$ cat config.mk
export PLATFORM = sky130hd
export DESIGN_NAME = imem_fetch_ctrl
export DESIGN_NICKNAME = d
export VERILOG_FILES = /design/src/rtl/imem_fetch_ctrl.sv
export SDC_FILE = /design/constraint.sdc
export NUM_CORES = 1
export LEC_CHECK = 0
export ABC_AREA = 1
export BUFFER_PORTS_ARGS = -buffer_cell sky130_fd_sc_hd__buf_2
export CAP_MARGIN = 30
export CORE_UTILIZATION = 40
export DETAILED_ROUTE_END_ITERATION = 8
export PLACE_DENSITY_LB_ADDON = 0.12
export RECOVER_POWER = 100
export SLEW_MARGIN = 5
export SYNTH_ARGS = -nofsm -noshare
export SYNTH_HDL_FRONTEND = slang
export SYNTH_SLANG_ARGS = --single-unit
export TNS_END_PERCENT = 5
$ cat constraint.sdc
create_clock -name clk -period 2.2 [get_ports clk]
set_clock_uncertainty 0.2 [all_clocks]
set_input_delay 0.11 -clock clk [delete_from_list [all_inputs] [get_ports clk]]
set_output_delay 0.11 -clock clk [all_outputs]
set_load 0.05 [all_outputs]
$ cat src/rtl/imem_fetch_ctrl.sv
// Fetch controller for a synchronous-read instruction memory.
// Owns the PC, buffers fetched words in a 2-deep skid FIFO, and shares the port with a boot loader.
module imem_fetch_ctrl #(
    parameter int          DATA_WIDTH = 32,
    parameter int          ADDR_WIDTH = 8,
    parameter logic [31:0] RESET_PC   = 32'h0000_0000
) (
    input  logic                  clk,
    input  logic                  rst_n,
    input  logic                  start,
    input  logic                  load_en,
    input  logic                  load_we,
    input  logic [ADDR_WIDTH-1:0] load_addr,
    input  logic [DATA_WIDTH-1:0] load_data,
    input  logic                  redirect_valid,
    input  logic [31:0]           redirect_pc,
    output logic                  out_valid,
    input  logic                  out_ready,
    output logic [DATA_WIDTH-1:0] out_instr,
    output logic [31:0]           out_pc,
    output logic                  mem_en,
    output logic                  mem_we,
    output logic [ADDR_WIDTH-1:0] mem_addr,
    output logic [DATA_WIDTH-1:0] mem_wdata,
    input  logic [DATA_WIDTH-1:0] mem_rdata,
    output logic                  running,
    output logic                  align_err
);

    localparam logic [1:0] S_IDLE = 2'd0;
    localparam logic [1:0] S_LOAD = 2'd1;
    localparam logic [1:0] S_RUN  = 2'd2;

    logic [1:0]            state;
    logic [31:0]           fetch_pc;
    logic [31:0]           infl_pc;
    logic                  infl;
    logic [1:0]            occ;
    logic [DATA_WIDTH-1:0] ins0, ins1;
    logic [31:0]           pc0, pc1;

    logic is_run, is_load, pop, push, redir, flush, issue;

    assign is_run  = (state == S_RUN);
    assign is_load = (state == S_LOAD);
    assign running = is_run;

    assign out_valid = (occ != 2'd0);
    assign out_instr = ins0;
    assign out_pc    = pc0;

    assign pop   = out_valid & out_ready;
    assign redir = is_run & ~load_en & redirect_valid;
    assign flush = is_run & (load_en | redirect_valid);
    // Killing infl on flush drops any read already issued to the old stream.
    assign push  = infl & ~flush;
    assign issue = is_run & ~flush &
                   ((({1'b0, occ} + {2'b00, infl}) < 3'd2) | pop);

    always_comb begin
        mem_en    = 1'b0;
        mem_we    = 1'b0;
        mem_addr  = '0;
        mem_wdata = '0;
        if (is_load) begin
            mem_en    = load_we;
            mem_we    = load_we;
            mem_addr  = load_addr;
            mem_wdata = load_data;
        end else if (is_run) begin
            mem_en   = issue;
            mem_addr = fetch_pc[ADDR_WIDTH+1:2];
        end
    end

    always_ff @(posedge clk or negedge rst_n) begin
        if (!rst_n) begin
            state     <= S_IDLE;
            fetch_pc  <= RESET_PC;
            infl      <= 1'b0;
            infl_pc   <= '0;
            align_err <= 1'b0;
        end else begin
            infl <= issue;
            if (issue)
                infl_pc <= fetch_pc;
            if (redir && (redirect_pc[1:0] != 2'b00))
                align_err <= 1'b1;

            if (is_load && !load_en)
                fetch_pc <= RESET_PC;
            else if (redir)
                fetch_pc <= {redirect_pc[31:2], 2'b00};
            else if (issue)
                fetch_pc <= fetch_pc + 32'd4;

            case (state)
                S_IDLE: begin
                    if (load_en)
                        state <= S_LOAD;
                    else if (start)
                        state <= S_RUN;
                end
                S_LOAD: begin
                    if (!load_en)
                        state <= S_IDLE;
                end
                S_RUN: begin
                    if (load_en)
                        state <= S_LOAD;
                end
                default: state <= S_IDLE;
            endcase
        end
    end

    always_ff @(posedge clk or negedge rst_n) begin
        if (!rst_n) begin
            occ  <= 2'd0;
            ins0 <= '0;
            ins1 <= '0;
            pc0  <= '0;
            pc1  <= '0;
        end else if (flush) begin
            occ <= 2'd0;
        end else begin
            case ({push, pop})
                2'b10: begin
                    if (occ == 2'd0) begin
                        ins0 <= mem_rdata;
                        pc0  <= infl_pc;
                    end else begin
                        ins1 <= mem_rdata;
                        pc1  <= infl_pc;
                    end
                    occ <= occ + 2'd1;
                end
                2'b01: begin
                    ins0 <= ins1;
                    pc0  <= pc1;
                    occ  <= occ - 2'd1;
                end
                2'b11: begin
                    if (occ == 2'd2) begin
                        ins0 <= ins1;
                        pc0  <= pc1;
                        ins1 <= mem_rdata;
                        pc1  <= infl_pc;
                    end else begin
                        ins0 <= mem_rdata;
                        pc0  <= infl_pc;
                    end
                end
                default: ;
            endcase
        end
    end

endmodule

### Word level (Yosys, flattened, before mapping)

Index checks and enable logic that the tools add are counted.

| storage, ports and cells | value |
|---|---|
| bits of input ports | 111 |
| bits in registers | 198 |

| cells by class | value |
|---|---|
| equality and inequality tests | 12 |
| reduce and logical (&&, ||, !) cells | 14 |
| muxes and demuxes | 28 |
| bitwise logic cells | 11 |
| add/sub/neg operators | 4 |
| order comparisons | 1 |

Operators with widths:

| kind | number |
|---|---|
| 32-bit 2-to-1 mux | 12 |
| 32-bit one-hot mux with 3 select lines | 2 |
| 32-bit one-hot mux with 2 select lines | 2 |
| 32-bit by 3-bit adder with 32-bit output, second input constant | 1 |
| 8-bit 2-to-1 mux | 2 |
| 2-bit 2-to-1 mux | 5 |
| 2-bit inequality test, second input constant | 5 |
| 3-bit nonzero test | 3 |
| 2-bit equality test, second input constant | 4 |
| 1-bit bitwise AND | 7 |
| 2-bit one-hot mux with 3 select lines | 1 |
| 3-bit AND reduction | 2 |
| 2-bit nonzero test | 3 |
| 2-bit by 1-bit equality test with 1-bit output, second input constant | 2 |
| 2-bit zero test | 2 |
| 2-bit one-hot mux with 2 select lines | 1 |
| 4-bit AND reduction | 1 |
| 2-bit by 1-bit adder with 3-bit output | 1 |
| 3-bit by 2-bit less-than comparator with 1-bit output, second input constant | 1 |
| 1-bit 2-to-1 mux | 3 |
| 3-bit inequality test, second input constant | 1 |
| 2-bit by 1-bit adder with 2-bit output, second input constant | 1 |
| 1-bit logical AND | 2 |
| 1-bit NOT | 2 |
| other kinds (3) | 4 |

### Longest topological paths before layout

| depth | value |
|---|---|
| depth after elaboration | 8 |
| gate-level depth with buffers | 12 |
| mapped depth without buffers | 10 |

### Worst setup path before layout

Ideal clock, no wire load.

| timing path | value |
|---|---|
| path kind | reg-to-output |
| start point | register state[1] |
| end point | output mem_en |
| cell stages (with the launch flop) | 4 |
| arrival | 1.876 ns |
| path slack | 0.014 ns |
| path buffers | 0 |
| required time | 1.890 ns |
| cells stage by stage | dfrtp_1 -> nor2_2 -> inv_2 -> o21ai_0 |

| on the way | value |
|---|---|
| cells in the longest elaborated chain, start to end | 7 |
| elaborated cells between the ends (all ways) | 8 |

RTL lines:

| element | RTL line | RTL |
|---|---|---|
| start, declared | 34 | `logic [1:0] state;` |
| start signal, assigned | 78 | `state <= S_IDLE;` |
| start signal, assigned | 100 | `state <= S_LOAD;` |
| start signal, assigned | 102 | `state <= S_RUN;` |
| 2-bit equality test | 44 | `assign is_run = (state == S_RUN);` |
| 1-bit bitwise AND | 54 | `assign flush = is_run & (load_en \| redirect_valid);` |
| 1-bit NOT (no source line) | - |  |
| 1-bit bitwise AND (2 in a row) | 57 | `assign issue = is_run & ~flush &` |
| 1-bit 2-to-1 mux | 70 | `end else if (is_run) begin` |
| 1-bit 2-to-1 mux * | 65 | `if (is_load) begin` |
| end, declared | 21 | `output logic mem_en,` |

Every way passes the cells marked *; elsewhere a longest branch is shown, timed or not.

### Final worst setup path

| timing path | value |
|---|---|
| start point | register occ[0] |
| end point | output mem_en |

| on the way | value |
|---|---|
| cells in the longest elaborated chain, start to end | 6 |
| elaborated cells between the ends (all ways) | 8 |

RTL lines:

| element | RTL line | RTL |
|---|---|---|
| start, declared | 38 | `logic [1:0] occ;` |
| start signal, assigned | 136 | `occ <= occ + 2'd1;` |
| start signal, assigned | 141 | `occ <= occ - 2'd1;` |
| 2-bit by 1-bit adder with 3-bit output / 2-bit nonzero test (equally long branches) | 58, 48 |  |
| 3-bit by 2-bit less-than comparator with 1-bit output / 1-bit bitwise AND (equally long branches) | 58, 52 |  |
| 1-bit OR * | 58 | `((({1'b0, occ} + {2'b00, infl}) < 3'd2) \| pop);` |
| 1-bit bitwise AND * | 57 |  |
| 1-bit 2-to-1 mux * | 70 |  |
| 1-bit 2-to-1 mux * | 65 |  |

Marked as above.

==> results.txt <==
- At the end of routability-driven placement, the weighted congestion stood at 0.851.
- The layout has 2376 filler cells.
- Maximum number of pins on one net before global-route repair: 125
* Family with the most delay on the worst path: buffers and inverters
* Final Max Tran Viols: 0
- FF-to-FF path depth: 9
- Final Net Count: 1735
* Area growth syn-to-layout: 26.6%
* Min-Delay Path Depth: 6
- Detailed routing placed a total of 1.26 mm of wire on met3.
* Yosys warning count: 0
- In this run the post-CTS setup repair buffer count came out at 0.
- H-tree levels: 4
- Sequential-to-total area share from yosys stat: 49.1%
- Flip-flop and latch count after synthesis: 191
* Post-CTS clock slew at the launch and capture registers of the worst setup and hold paths: 70 ps
- Arrival time at the worst endpoint: 1780 ps
* Worst Tran Pin Value: 1430 ps
- Crit start category: register
- For this design, the sink count on the clock tree is 191.
* Floorplan die height: 158 microns
* CP cell instances: inv_2 -> nand2_4 -> o211ai_1 -> nand2_1 -> buf_6 -> o21ai_0 -> buf_4
* Input/output buffers: 219
* Avg WL per Cell: 12.9 microns
- The worst setup path is of the reg -> out kind.
* Core Rows: 56
- Number of optimization iterations in the first detailed-route pass: 5
- Top-level port count: 220
- Critical hold path startpoint: out_ready
- For this block, the initial DRC count from the detailed router was 549.
- Across every metal layer, demand over resource in global routing totals 20.9%.
* Met1 wire length: 12.2 mm
- Cell count after synthesis: 1348
- Depth of the critical timing path with buffers and inverters included: 7
- Number of failing setup endpoints in the final timing report: 0
- STA puts the critical path data required time at 1890 ps.
- The first global-routing pass estimated 41.1 mm of wire.
* CP startpoint: occ[0]
- FF-to-FF Start: occ[0]
- The routed design uses 11.5 mm of met2 wire.
* DRT Wirelength: 25.2 mm
- Setup repair after global routing missed its margin: yes
- Summed over all layers, the global routing overflow is 0.
* Effective utilization at floorplan: 41.1%
* Share of final-layout standard cells stronger than drive strength 1: 14.1%
- Detailed placement ended at an HPWL of 16.9 mm.
- Summed over all cells, the static leakage comes to 0.00650 uW.
- Combined area of all synthesized cells: 9740 sq um
- The path with the worst hold slack has its endpoint at occ[1].
- CP max-delay cell: sky130_fd_sc_hd__dfrtp_1
* Sequential cell area: 4780 sq um
* Die area: 25000 sq um
* Final Power: 13700 uW
- When the netlist entered floorplanning its net count stood at 1460.
- Headroom to the max-slew limit: 4.49%
* Finished Layout Cells: 1955
* Clock tree from TritonCTS: built
* Clock latency on the worst-skew pair: 430 ps
* Min Tclk post-route: 2090 ps
- Instance count after placement with tap cells included: 1853
- Type of the most critical hold path: in -> reg
- Post-synthesis area per instance: 7.22 sq um
- Peak supply drop: 0.000541 V
- STA classifies the critical path endpoint as a primary output.
- The initial antenna violation count is 0.
- The die is 158 microns wide.
- The total area inside the core boundary comes to 23700 sq um.
* Buffers from clock root to sink, at most: 2
- Clock root buffer: sky130_fd_sc_hd__clkbuf_16
* Register-to-register path setup slack: 220 ps
* Bufs and invs on worst path: 3
- The number of global-route vias before repair came to 8238.
* Longest individual stage delay on the worst path: 410 ps
- Final cycle utilization of the critical path: 95.1%
- Total power per unit cell area: 1110 nW/um^2
- In this run the top signal layer used is met4.
- Counting the buffers created by CTS gives 17.
- The final route contains 9011 vias.
* Hold slack final: 76.4 ps
- Outcome: complete, no violations
- In the routed layout, each cell is associated on average with a via count of 4.61.
- Achievable Freq: 478 MHz
- For this run, design rule violations remaining after detail routing come to 0.
- Area of the multi-input gates: 3780 sq um
- Final ANT Viol Nets: 0
- After synthesis, the netlist uses 31 different library cells.
- CP max FO: 23
- ANT cells: 0
- Across the run, the number of max-cap violations was 0.
- Final hold vios: 0
- In this run the critical register-to-register path is captured at fetch_pc[12].
-- worst reg2reg max path, stage by stage, from the launching register on --
cell and delay, ps:
sky130_fd_sc_hd__dfrtp_1 410, sky130_fd_sc_hd__inv_2 130, sky130_fd_sc_hd__nand2_4 100, sky130_fd_sc_hd__o211ai_1 110, sky130_fd_sc_hd__nand2_1 120, sky130_fd_sc_hd__nand2_1 250, sky130_fd_sc_hd__inv_2 210, sky130_fd_sc_hd__nor2_1 230
sky130_fd_sc_hd__nand2_1 70, sky130_fd_sc_hd__o21ai_1 70
-- registers in the layout, summed over array words and instances, names as in the netlist --
name,flops
pc1,30
align_err,1
infl_pc,30
ins1,32
out_instr,32
state,2
out_pc,31
fetch_pc,30
occ,2
infl,1
-- layout make-up --
class / instances / share of cell area [%]
clock buffers: 18 / 3.56
multi-input cells: 887 / 30.7
clock inverters: 14 / 1.55
repair buffers: 313 / 15.6
flip-flops and latches: 191 / 38.8
inverters: 213 / 6.53
well taps: 319 / 3.24
-- how the worst max path moves through the flow --
| stage | end | slack, ps |
|---|---|---|
| 2_1_floorplan | mem_en | 10 |
| 3_3_place_gp | out_pc[30] | 270 |
| 3_5_place_dp | fetch_pc[12] | 240 |
| 4_1_cts | mem_en | 40 |
| 5_1_grt | mem_en | -40 |
| 6_report | mem_en | 110 |
-- repair_timing --
item                                    CTS  global route
hold buffers                             70             0
endpoints found under the setup margin    1             2
gates resized for setup                   1             1
hold endpoints to repair                289             0
gates cloned                              0             0
-- synth_stat cells (all sizes together) --
cell type / count / area (sq um)
inv: 213 / 805
xnor2: 2 / 17.5
dfrtp: 191 / 4780
nand4: 3 / 18.8
nor2: 128 / 500
o21bai: 1 / 7.51
o22ai: 1 / 20.0
a21oi: 1 / 5.00
o211ai: 7 / 57.6
or2: 2 / 12.5
nand3: 98 / 495
clkbuf: 14 / 52.6
and2: 1 / 6.26
nor3: 1 / 5.00
o21ai: 133 / 666
ha: 1 / 12.5
xor2: 4 / 35.0
nand2: 504 / 1920
buf: 43 / 323
-- report_power, final --
group / switching, uW / total [uW] / internal (uW) / leakage, uW
Clock: 1480 / 3340 / 1860 / 0.000304
Sequential: 562 / 5090 / 4530 / 0.00251
Combinational: 4030 / 5290 / 1260 / 0.00369
Total: 6070 / 13700 / 7660 / 0.00650
-- kinds of logic after synthesis --
kind of cell               count (synthesis)  synth area share [%]
DFF                                      191                  49.1
and+or+nand+nor                          737                  30.4
adders and majority gates                  1                 0.128
AOI/OAI and AO/OA                        143                  7.76
buffers and inverters                    270                  12.1
xor gates and xnor gates                   6                 0.540
-- per-stage QoR --
step                      setup WS, ps  util (%)  setup TNS (ps)  instance area, sq um
after floorplan                   14.2         -               0                  9740
after global placement             273      46.9               0                 11100
after detailed placement           235      46.9               0                 11100
after CTS                         39.0      52.6               0                 12500
after global routing             -44.5      52.0           -78.5                 12300
final                              108      52.0               0                 12300
-- layer usage --
| metal | GRT usage (%) | vias to the layer above |
|---|---|---|
| li1 | - | 4641 |
| met1 | 28.6 | 4135 |
| met2 | 34.2 | 214 |
| met3 | 3.78 | 21 |
| met4 | 4.99 | 0 |
| met5 | 0 | - |
-- cells in the final DEF, fill, tap and decap left out, drive strengths merged --
cell type and n:
nand2 504, inv 220, dfrtp 191, buf 172, o21ai 133, nor2 128, nand3 98, clkbuf 90
dlygate4sd3 69, o211ai 7, xor2 4, nand4 3, bufinv 3, xnor2 2, or2 2, clkinvlp 2
clkinv 2, o22ai 1, a21oi 1, and2 1, o21bai 1, nor3 1, ha 1
No activity file was read; power rests on OpenSTA's default activity.
